File: src/rtl/mse_serial_slave_if.sv
// MSE lane pins plus the register-bus strobes exchanged with the port I/O register block.
// The slave modport is the deserialiser's view; the master modport is the MSE master and register-block view.
interface mse_serial_slave_if;
  logic        mse_sclk;
  logic        mse_sdi;
  logic        mse_sle;
  logic        mse_sdo;
  logic        mse_srdy;
  logic [7:0]  address;
  logic [15:0] data;
  logic [15:0] rdata;
  logic        wr;
  logic        rd;
  logic        frame_err;

  modport slave (
    input  mse_sclk, mse_sdi, mse_sle, rdata,
    output mse_sdo, mse_srdy, address, data, wr, rd, frame_err
  );

  modport master (
    output mse_sclk, mse_sdi, mse_sle, rdata,
    input  mse_sdo, mse_srdy, address, data, wr, rd, frame_err
  );
endinterface

File: src/rtl/mse_serial_slave.sv
// MSE serial slave: oversamples SCLK/SDI/SLE in the clk domain and turns each frame
// into single-cycle register-bus strobes. Read data is shifted back on SDO.
module mse_serial_slave #(
  parameter int SYNC_STAGES = 2,
  parameter int FRAME_BITS  = 25
) (
  input  logic              clk,
  input  logic              rst,
  mse_serial_slave_if.slave io_mse
);

  typedef enum logic [2:0] {
    S_IDLE, S_CMD, S_WDATA, S_RREQ, S_RCAP, S_RSHIFT, S_DONE
  } state_t;

  localparam logic [4:0] C_FRAME    = 5'(FRAME_BITS);
  localparam logic [4:0] C_SAT      = 5'(FRAME_BITS + 1);
  localparam logic [4:0] C_CMD_LAST = 5'd8;
  localparam logic [4:0] C_RD_FIRST = 5'd9;
  localparam logic [4:0] C_SDO_BITS = 5'd16;

  logic [SYNC_STAGES-1:0] r_sclk_sync, r_sdi_sync, r_sle_sync;
  logic                   r_sclk_d, r_sle_d;
  logic                   w_sclk, w_sdi, w_sle;
  logic                   w_sclk_rise, w_sclk_fall, w_sle_rise, w_sle_fall;
  logic                   w_end_frame;

  state_t      r_state;
  logic [4:0]  r_count;
  logic [4:0]  r_sent;
  logic [8:0]  r_cmd;
  logic [15:0] r_wdata_sr;
  logic [15:0] r_rdata_sr;
  logic [15:0] r_data;
  logic [7:0]  r_address;
  logic        r_wr, r_rd, r_frame_err, r_sdo, r_srdy;

  always_ff @(posedge clk or negedge rst) begin
    if (!rst) begin
      r_sclk_sync <= '0;
      r_sdi_sync  <= '0;
      // NOTE: the SLE chain resets high so a frame still in flight when reset releases
      // cannot produce a false sle_rise; only a genuine low-to-high SLE opens a frame.
      r_sle_sync  <= '1;
      r_sclk_d    <= 1'b0;
      r_sle_d     <= 1'b1;
    end else begin
      r_sclk_sync <= {r_sclk_sync[SYNC_STAGES-2:0], io_mse.mse_sclk};
      r_sdi_sync  <= {r_sdi_sync[SYNC_STAGES-2:0], io_mse.mse_sdi};
      r_sle_sync  <= {r_sle_sync[SYNC_STAGES-2:0], io_mse.mse_sle};
      r_sclk_d    <= w_sclk;
      r_sle_d     <= w_sle;
    end
  end

  assign w_sclk      = r_sclk_sync[SYNC_STAGES-1];
  assign w_sdi       = r_sdi_sync[SYNC_STAGES-1];
  assign w_sle       = r_sle_sync[SYNC_STAGES-1];
  assign w_sclk_rise = w_sclk & ~r_sclk_d;
  assign w_sclk_fall = ~w_sclk & r_sclk_d;
  assign w_sle_rise  = w_sle & ~r_sle_d;
  assign w_sle_fall  = ~w_sle & r_sle_d;

  // RSHIFT ends on the SLE level so a fall landing in RREQ/RCAP is not lost.
  assign w_end_frame = ((r_state == S_CMD || r_state == S_WDATA) && w_sle_fall) ||
                       (r_state == S_RSHIFT && !w_sle);

  always_ff @(posedge clk or negedge rst) begin
    if (!rst) begin
      r_count <= '0;
    end else if (r_state == S_IDLE && w_sle_rise) begin
      r_count <= '0;
    end else if (w_sclk_rise && w_sle && r_count < C_SAT) begin
      r_count <= r_count + 5'd1;
    end
  end

  // NOTE: every register below is clocked state, so only non-blocking assignments are used.
  always_ff @(posedge clk or negedge rst) begin
    if (!rst) begin
      r_state     <= S_IDLE;
      r_sent      <= '0;
      r_cmd       <= '0;
      r_wdata_sr  <= '0;
      r_rdata_sr  <= '0;
      r_data      <= '0;
      r_address   <= '0;
      r_wr        <= 1'b0;
      r_rd        <= 1'b0;
      r_frame_err <= 1'b0;
      r_sdo       <= 1'b0;
      r_srdy      <= 1'b0;
    end else begin
      r_wr        <= 1'b0;
      r_rd        <= 1'b0;
      r_frame_err <= 1'b0;
      if (w_end_frame) begin
        r_state <= S_DONE;
        r_sdo   <= 1'b0;
        if (r_count != C_FRAME) begin
          r_frame_err <= 1'b1;
        end else if (!r_cmd[8]) begin
          r_wr      <= 1'b1;
          r_address <= r_cmd[7:0];
          r_data    <= r_wdata_sr;
        end
      end else begin
        case (r_state)
          S_IDLE: begin
            r_srdy <= 1'b1;
            r_sdo  <= 1'b0;
            if (w_sle_rise) begin
              r_state <= S_CMD;
              r_srdy  <= 1'b0;
            end
          end
          S_CMD: begin
            if (w_sclk_rise) begin
              r_cmd <= {r_cmd[7:0], w_sdi};
              if (r_count == C_CMD_LAST) begin
                if (r_cmd[7]) begin
                  r_state   <= S_RREQ;
                  r_rd      <= 1'b1;
                  r_address <= {r_cmd[6:0], w_sdi};
                end else begin
                  r_state <= S_WDATA;
                end
              end
            end
          end
          S_WDATA: begin
            if (w_sclk_rise && r_count < C_FRAME) begin
              r_wdata_sr <= {r_wdata_sr[14:0], w_sdi};
            end
          end
          S_RREQ: r_state <= S_RCAP;
          S_RCAP: begin
            r_rdata_sr <= io_mse.rdata;
            r_sdo      <= io_mse.rdata[15];
            r_sent     <= 5'd1;
            r_state    <= S_RSHIFT;
          end
          S_RSHIFT: begin
            // The fall that follows the 9th rise is skipped: bit 15 must survive until rise 10.
            if (w_sclk_fall && r_count > C_RD_FIRST && r_sent < C_SDO_BITS) begin
              r_rdata_sr <= {r_rdata_sr[14:0], 1'b0};
              r_sdo      <= r_rdata_sr[14];
              r_sent     <= r_sent + 5'd1;
            end
          end
          S_DONE: begin
            r_state <= S_IDLE;
            r_srdy  <= 1'b1;
          end
          default: r_state <= S_IDLE;
        endcase
      end
    end
  end

  assign io_mse.mse_sdo   = r_sdo;
  assign io_mse.mse_srdy  = r_srdy;
  assign io_mse.address   = r_address;
  assign io_mse.data      = r_data;
  assign io_mse.wr        = r_wr;
  assign io_mse.rd        = r_rd;
  assign io_mse.frame_err = r_frame_err;

endmodule

File: src/flat_wrapper.sv
// flat-port wrapper written by rule: the top's interface ports become plain ports
module mse_serial_slave_flat 
#(
  parameter int SYNC_STAGES = 2,
  parameter int FRAME_BITS  = 25
)
  (clk, rst, io_mse_mse_sclk, io_mse_mse_sdi, io_mse_mse_sle, io_mse_rdata, io_mse_mse_sdo, io_mse_mse_srdy, io_mse_address, io_mse_data, io_mse_wr, io_mse_rd, io_mse_frame_err);
  mse_serial_slave_if io_mse_i ();
  input  logic clk;
  input  logic rst;
  input wire logic [$bits(io_mse_i.mse_sclk)-1:0] io_mse_mse_sclk;
  input wire logic [$bits(io_mse_i.mse_sdi)-1:0] io_mse_mse_sdi;
  input wire logic [$bits(io_mse_i.mse_sle)-1:0] io_mse_mse_sle;
  input wire logic [$bits(io_mse_i.rdata)-1:0] io_mse_rdata;
  output wire logic [$bits(io_mse_i.mse_sdo)-1:0] io_mse_mse_sdo;
  output wire logic [$bits(io_mse_i.mse_srdy)-1:0] io_mse_mse_srdy;
  output wire logic [$bits(io_mse_i.address)-1:0] io_mse_address;
  output wire logic [$bits(io_mse_i.data)-1:0] io_mse_data;
  output wire logic [$bits(io_mse_i.wr)-1:0] io_mse_wr;
  output wire logic [$bits(io_mse_i.rd)-1:0] io_mse_rd;
  output wire logic [$bits(io_mse_i.frame_err)-1:0] io_mse_frame_err;
  assign io_mse_i.mse_sclk = io_mse_mse_sclk;
  assign io_mse_i.mse_sdi = io_mse_mse_sdi;
  assign io_mse_i.mse_sle = io_mse_mse_sle;
  assign io_mse_i.rdata = io_mse_rdata;
  assign io_mse_mse_sdo = io_mse_i.mse_sdo;
  assign io_mse_mse_srdy = io_mse_i.mse_srdy;
  assign io_mse_address = io_mse_i.address;
  assign io_mse_data = io_mse_i.data;
  assign io_mse_wr = io_mse_i.wr;
  assign io_mse_rd = io_mse_i.rd;
  assign io_mse_frame_err = io_mse_i.frame_err;
  mse_serial_slave #(.SYNC_STAGES(SYNC_STAGES), .FRAME_BITS(FRAME_BITS)) u_core (.clk(clk), .rst(rst), .io_mse(io_mse_i));
endmodule
File: config.mk
export PLATFORM = sky130hd
export DESIGN_NAME = mse_serial_slave_flat
export DESIGN_NICKNAME = d
export VERILOG_FILES = /design/src/rtl/mse_serial_slave_if.sv /design/src/rtl/mse_serial_slave.sv /design/src/flat_wrapper.sv
export SDC_FILE = /design/constraint.sdc
export NUM_CORES = 1
export LEC_CHECK = 0
export BUFFER_PORTS_ARGS = -buffer_cell sky130_fd_sc_hd__buf_4
export CORE_ASPECT_RATIO = 1.25
export CORE_MARGIN = 2
export CORE_UTILIZATION = 45
export CTS_BUF_LIST = sky130_fd_sc_hd__clkbuf_2 sky130_fd_sc_hd__clkbuf_4 sky130_fd_sc_hd__clkbuf_8
export CTS_CLUSTER_SIZE = 16
export DETAILED_ROUTE_END_ITERATION = 6
export PLACE_DENSITY_LB_ADDON = 0.2
export SLEW_MARGIN = 20
export SYNTH_ARGS = -nofsm -noshare
export SYNTH_HDL_FRONTEND = slang
export SYNTH_SLANG_ARGS = --single-unit
File: constraint.sdc
create_clock -name clk -period 6.2 [get_ports clk]
set_clock_uncertainty 0.2 [all_clocks]
set_input_delay 0 -clock clk [delete_from_list [all_inputs] [get_ports clk]]
set_output_delay 0 -clock clk [all_outputs]
set_load 0.005 [all_outputs]
### After elaboration in Yosys (flattened, before gate mapping)

Cells that the tools add are included.

* equality and inequality tests: 16
* reductions and logical operators: 29
* $add $sub $neg: 2
* bitwise operators: 11
* order comparisons: 4
* mux-type cells: 34

Operator list (number)
* two-way mux 8 bit: 7
* case mux 15 bit (2 select lines): 1
* less-than comparator 5 bit, second input constant: 3
* two-way mux 15 bit: 1
* two-way mux 5 bit: 3
* case mux 3 bit (5 select lines): 1
* two-way mux 1 bit: 14
* nonzero test 2 bit: 7
* two-way mux 3 bit: 4
* AND reduction 3 bit: 4
* adder 5 x 1 -> 5 bit, second input constant: 2
* case mux 5 bit (2 select lines): 1
* equality test 3 bit, second input constant: 3
* logical AND 1 bit: 8
* NOT 1 bit: 7
* equality test 3 x 2 -> 1 bit, second input constant: 2
* inequality test 2 bit, second input constant: 3
* inequality test 3 x 1 -> 1 bit, second input constant: 2
* inequality test 3 x 2 -> 1 bit, second input constant: 2
* AND reduction 6 bit: 1
* equality test 5 x 4 -> 1 bit, second input constant: 1
* greater-than comparator 5 x 4 -> 1 bit, second input constant: 1
* inequality test 5 bit, second input constant: 1
* bitwise AND 1 bit: 4
* 11 further kinds: 13

* register bits: 90
* input port bits: 21

### Logic depth before layout (Yosys ltp)

* word-level depth: 7
* mapped depth: 9
* mapped depth without buffers: 7

### Least setup slack after synthesis

Ideal clock, no wire load.

* path kind: register to register
* start point: register u_core.r_state[1]
* end point: register u_core.r_address[0] (netlist: u_core.io_mse.address[0])
* setup slack: 3906 ps
* cell stages (with the launch flop): 6
* path buffers: 1
* arrival time: 1966 ps
* setup time: 127 ps
* period minus slack after synthesis: 2294 ps
* required time: 5873 ps
* path through: dfrtp_1 nand2b_1 a2111oi_4 clkbuf_1 mux2_2 mux2_1

* longest elaborated chain between the ends: 6

RTL lines
* start, declared: RTL line mse_serial_slave.sv:28 `state_t r_state;`
* start signal, assigned: RTL line mse_serial_slave.sv:81 `r_state <= S_IDLE;`
* start signal, assigned: RTL line mse_serial_slave.sv:98 `r_state <= S_DONE;`
* start signal, assigned: RTL line mse_serial_slave.sv:113 `r_state <= S_CMD;`
* equality test 3 x 1 -> 1 bit / equality test 3 x 2 -> 1 bit (equally long branches): RTL line mse_serial_slave.sv:65, mse_serial_slave.sv:108
* logical OR 1 bit: RTL line mse_serial_slave.sv:65 `assign w_end_frame = ((r_state == S_CMD || r_state == S_WDATA) && w_sle_fall) ||`
* logical AND 1 bit: RTL line mse_serial_slave.sv:65
* logical OR 1 bit: RTL line mse_serial_slave.sv:65
* inequality test 2 bit (no source line) / nonzero test 2 bit (equally long branches)
* AND reduction 6 bit (no source line)
* end signal, assigned: RTL line mse_serial_slave.sv:104 `r_address <= r_cmd[7:0];`
* end signal, assigned: RTL line mse_serial_slave.sv:124 `r_address <= {r_cmd[6:0], w_sdi};`
* end, declared: RTL line mse_serial_slave.sv:35 `logic [7:0] r_address;`

Several ways; a longest one is shown, not always the timed one.
A chain may end at the register's enable or synchronous reset.

### Worst setup path after layout

* start point: register u_core.r_state[1]
* end point: register u_core.r_data[1] (netlist: u_core.io_mse.data[1])

* longest elaborated chain between the ends: 5

RTL lines
* equality test 3 x 1 -> 1 bit / equality test 3 x 2 -> 1 bit (equally long branches): RTL line mse_serial_slave.sv:65
* logical OR 1 bit: RTL line mse_serial_slave.sv:65
* logical AND 1 bit: RTL line mse_serial_slave.sv:65
* logical OR 1 bit *: RTL line mse_serial_slave.sv:65
* AND reduction 3 bit (no source line) *
* end signal, assigned: RTL line mse_serial_slave.sv:105 `r_data <= r_wdata_sr;`
* end, declared: RTL line mse_serial_slave.sv:34 `logic [15:0] r_data;`

Mark *: on every way between the ends. The rest lies on a longest branch, timed or not.

==> metrics.sh <==
OUTCOME='complete, no violations'
FLOORPLAN.INITIALDENSITY_PCT=46.63
FINAL.PERIOD_UTILIZATION_PCT=52.11
GRT-BUSIEST-LAYER='met2'
CTS_TREE='built'
NUM_ROWS=37
P_SW_SHARE_PCT=33.40
DPL.HPWL_UM=4387
FINAL.SETUP.WORST_SLACK_PS=2969
CORE_UM2=8287
CP_SLOWEST_STAGE_DELAY_PS=860
SYNTH_ASYNC_SR_FLOP_SHARE_PCT=100.0
GLOBAL_ROUTE_WIRE_LENGTH_BEFORE_REPAIR_UM=11870
LAYOUT.FILLER_CELLS=698
YOSYSWARNINGCOUNT=0
CP_COMMON_CELL='sky130_fd_sc_hd__nand2b_1'
TOTAL_SWITCHING_POWER_mW=0.5432
WORST_SETUP_HOLD_PATH_CLK_SLEW_PS=90
FLOORPLAN.IO_PINS=50
GRTUSAGEMET3_PCT=3.604
GROUTE.USAGE.OVERALL_PCT=16.40
POSTCTSSETUPREPAIRBUFS=0
REPORT.FINAL.SETUP_VIOL=0
SYNTHESIS.NETS=326
START_KIND='flop'
FINAL.SETUP.TNS_PS=0
DRC_ERRORS=0
MAXCAPVIOLCOUNT=0
MAXSLEWHEADROOM_PCT=41.22
DIE_WIDTH_UM=86.88
FIRST_ITER_VIOLATIONS=162
GRT_SETUP_UNREPAIRED='no'
ANTENNA_VIOLATIONS_BEFORE_REPAIR=0
DIE_SPAN_Y_UM=107.6
SERIES_OF_CELL_INSTANCES_ALONG_THE_CRITICAL_PATH='nand2b_1 > a2111oi_4 > and2b_1 > nand2b_1 > mux2_1'
SYNTH.YOSYS.SEQ_AREA_SHARE_PCT=58.39
NUMBER_OF_SYNTHESIZED_FLOPS_WITH_AN_ENABLE_PIN=0
CRITPATHARRIVALTIME_PS=3270
SYNTH-MAIN-FF-CELL='sky130_fd_sc_hd__dfrtp_1'
POWER_DENSITY_OF_THE_PLACED_CELLS_nW_PER_UM2=343.6
SHARE_OF_FINAL_LAYOUT_STANDARD_CELLS_STRONGER_THAN_DRIVE_STRENGTH_1_PCT=29.60
SYN_AVG_CELL_AREA_UM2=12.84
CRITICAL_PATH.MAX_FANOUT=17
NUMBER_OF_BUFFERS_INSERTED_DURING_CLOCK_TREE_SYNTHESIS=9
DIE_AREA_UM2=9348
ANTENNA_VIOLATING_NETS_POST_ROUTE=0
PRECTSSETUPSLACK_PS=2959
NUMCLOCKSINKS=90
SHARE_COMB_OF_TOTAL_POWER_PCT=26.0
SYN_INST=301
DETAIL_ROUTE.FIRST_PASS.ITERATIONS=4
CLASS_OF_THE_WORST_HOLD_PATH='in2reg'
NUM_VIAS=2449
FIRST_GLOBAL_VIAS=2460
CTS_REPAIR_RESIZE_COUNT=0
ROUTED_WIRELENGTH_UM=6958
SLEW_OF_THE_PIN_WITH_THE_LOWEST_SLEW_MARGIN_PS=881.7
SEQ_POWER_SHARE_PCT=50.3
ROUTED_VIA_DENSITY=5.189
GRT_USE_MET2_PCT=25.46
PLEAK_nW=2.380
FINALHOLDVIOLCOUNT=0
LAYOUT.NETS=395
WORSTSETUPPATHTYPE='reg2reg'
INTPOWER_mW=1.083
CTS_HTREE_LEVELS=3
MAXIMUM_NUMBER_OF_PINS_ON_ONE_NET_BEFORE_GLOBAL_ROUTE_REPAIR=51
POWER_FRAC_CLOCK_PCT=23.7
CLOCK_LATENCY_PS=360
HOLD-WORST-SLACK_PS=96.27
MAX_RAIL_DROP_VDD_V=0.0001576
FINAL_PERIOD_MINUS_WORST_SETUP_SLACK_PS=3231
MAXSLEWVIOLCOUNT=0
SYN_TO_FINAL_GROWTH_PCT=22.51
SYNTH.LIB_CELLS_USED.DISTINCT=42
WORST_PATH_MAX_DELAY_CELL='sky130_fd_sc_hd__a2111oi_4'
NUMPORTBUFFERS=49
FMAX_GHz=0.3095
GLOBAL_ROUTE.USAGE.MET1_PCT=22.20
CP_DATA_REQUIRED_TIME_PS=6240
CTSROOTBUFFERMASTER='sky130_fd_sc_hd__clkbuf_8'
FINALWEIGHTEDCONGESTION=0.8174
SYNTH_AREA_UM2=3864
GR-TOTAL-OVERFLOW=0
CATEGORY_OF_THE_WORST_SETUP_PATH_CAPTURE_POINT='flop'
SEQ_CELLS_POST_SYNTH=90
DEEPEST_CLOCK_PATH_BUFFER_COUNT=2
NUM_ANTENNA_CELLS=0
AVGROUTEDWIREPERCELL_UM=14.74
[cell type report]
class | count | area (um^2) | area share, %
flip-flops and latches | 90 | 2256 | 47.66
multi-input cells | 192 | 1533 | 32.38
repair buffers | 74 | 620.6 | 13.11
clock buffers | 9 | 123.9 | 2.617
well taps | 97 | 121.4 | 2.564
clock inverters | 7 | 67.56 | 1.427
inverters | 3 | 11.26 | 0.2379
[metrics by stage]
step / util [%] / instances / area (um^2) / power [mW]
after global placement: 52.03 / 434 / 4312 / 1.229
after global routing: 57.12 / 472 / 4733 / 1.745
after detailed placement: 52.03 / 434 / 4312 / 1.246
after CTS: 57.12 / 472 / 4733 / 1.649
final: 57.12 / 472 / 4733 / 1.626
after floorplan: - / 301 / 3864 / 1.112
[flip-flops by register name, indices dropped and copies added (netlist names)]
name / cells
u_core.r_wdata_sr: 16
u_core.r_sdi_sync: 2
u_core.io_mse.wr: 1
u_core.r_sent: 5
u_core.io_mse.mse_srdy: 1
u_core.r_rdata_sr: 15
u_core.io_mse.mse_sdo: 1
u_core.r_state: 3
u_core.r_cmd: 9
u_core.r_sclk_d: 1
u_core.io_mse.rd: 1
u_core.io_mse.data: 16
u_core.r_sclk_sync: 2
u_core.io_mse.frame_err: 1
u_core.r_sle_d: 1
u_core.r_sle_sync: 2
u_core.io_mse.address: 8
u_core.r_count: 5
[power by group through the flow]
stage                     registers, mW  clock network, mW  logic [mW]
after floorplan                   0.783                  0       0.329
after global placement            0.823                  0       0.405
after detailed placement          0.829                  0       0.417
after CTS                         0.817              0.401       0.431
after global routing              0.841              0.423       0.481
final                             0.817              0.385       0.424
[path summary, 6_finish.rpt]
check	start	to	slack, ps	cells past startpoint
setup reg to reg	u_core.r_state[1]	u_core.io_mse.data[1]	2970	5
max in group asynchronous	rst	u_core.r_wdata_sr[13]	4630	4
hold reg to reg	u_core.r_sdi_sync[0]	u_core.r_sdi_sync[1]	160	0
min in group asynchronous	rst	u_core.r_sle_d	540	3
hold / removal	io_mse_mse_sdi	u_core.r_sdi_sync[0]	100	2
setup / recovery	u_core.r_state[1]	u_core.io_mse.data[1]	2970	5
[cell usage after synthesis (all sizes together) (3+ instances only)]
cell,number,area (um^2)
nand3,4,20.02
a21oi,4,20.02
nor2,18,67.56
nor2b,3,18.77
inv,3,11.26
buf,4,26.27
nand2,21,78.83
ha,4,50.05
mux2i,16,160.2
dfrtp,87,2177
clkbuf,12,45.04
o31ai,3,22.52
nand2b,7,43.79
mux2,59,664.4
dfstp,3,78.83
o21ai,23,115.1
[routing by layer]
metal	vias up	share of wire, %
met5	-	0
met3	8	2.8
met1	1203	47
met4	0	1.5
met2	44	49
li1	1194	-
[worst max-delay path: cells and delay by family, from the launching register on]
kind	cells	cell delay, ps
compound gates	1	860
flops	1	540
mux	1	510
simple gates	3	1020
[logic make-up after synthesis]
group                      Yosys count  share of synthesized area [%]
adders and majority gates            4                          1.295
DFF                                 90                          58.39
AOI/OAI and AO/OA                   42                          7.287
xor gates and xnor gates             4                         0.9069
and+or+nand+nor                     67                          8.647
muxes                               75                          21.34
buffers and inverters               19                          2.137
[timing repair]
item,in CTS,in global routing
hold endpoints to repair,59,0
hold buffers,22,0
endpoints found under the setup margin,0,0
[cell usage in the layout (no fill, tap or decap), types with 2 or more instances in the layout]
master / netlist / final
sky130_fd_sc_hd__dfrtp_1: 87 / 87
sky130_fd_sc_hd__buf_4: 0 / 52
sky130_fd_sc_hd__mux2_2: 35 / 35
sky130_fd_sc_hd__mux2_1: 24 / 24
sky130_fd_sc_hd__o21ai_0: 23 / 23
sky130_fd_sc_hd__nand2_1: 21 / 21
sky130_fd_sc_hd__dlygate4sd3_1: 0 / 21
sky130_fd_sc_hd__nor2_1: 18 / 18
sky130_fd_sc_hd__mux2i_1: 16 / 16
sky130_fd_sc_hd__clkbuf_8: 0 / 9
sky130_fd_sc_hd__nand2b_1: 7 / 7
sky130_fd_sc_hd__nand3_1: 4 / 4
sky130_fd_sc_hd__a21oi_1: 4 / 4
sky130_fd_sc_hd__ha_1: 4 / 4
sky130_fd_sc_hd__nor2b_1: 3 / 3
sky130_fd_sc_hd__o31ai_1: 3 / 3
sky130_fd_sc_hd__inv_8: 0 / 3
sky130_fd_sc_hd__dfstp_2: 3 / 3
sky130_fd_sc_hd__inv_1: 2 / 2
sky130_fd_sc_hd__nand4b_1: 2 / 2
sky130_fd_sc_hd__xnor2_1: 2 / 2
sky130_fd_sc_hd__and2_1: 2 / 2
sky130_fd_sc_hd__nor3b_1: 2 / 2
sky130_fd_sc_hd__nand3b_1: 2 / 2
sky130_fd_sc_hd__xor2_1: 2 / 2
sky130_fd_sc_hd__clkinv_4: 0 / 2
Power figures use the tool's default switching activity.
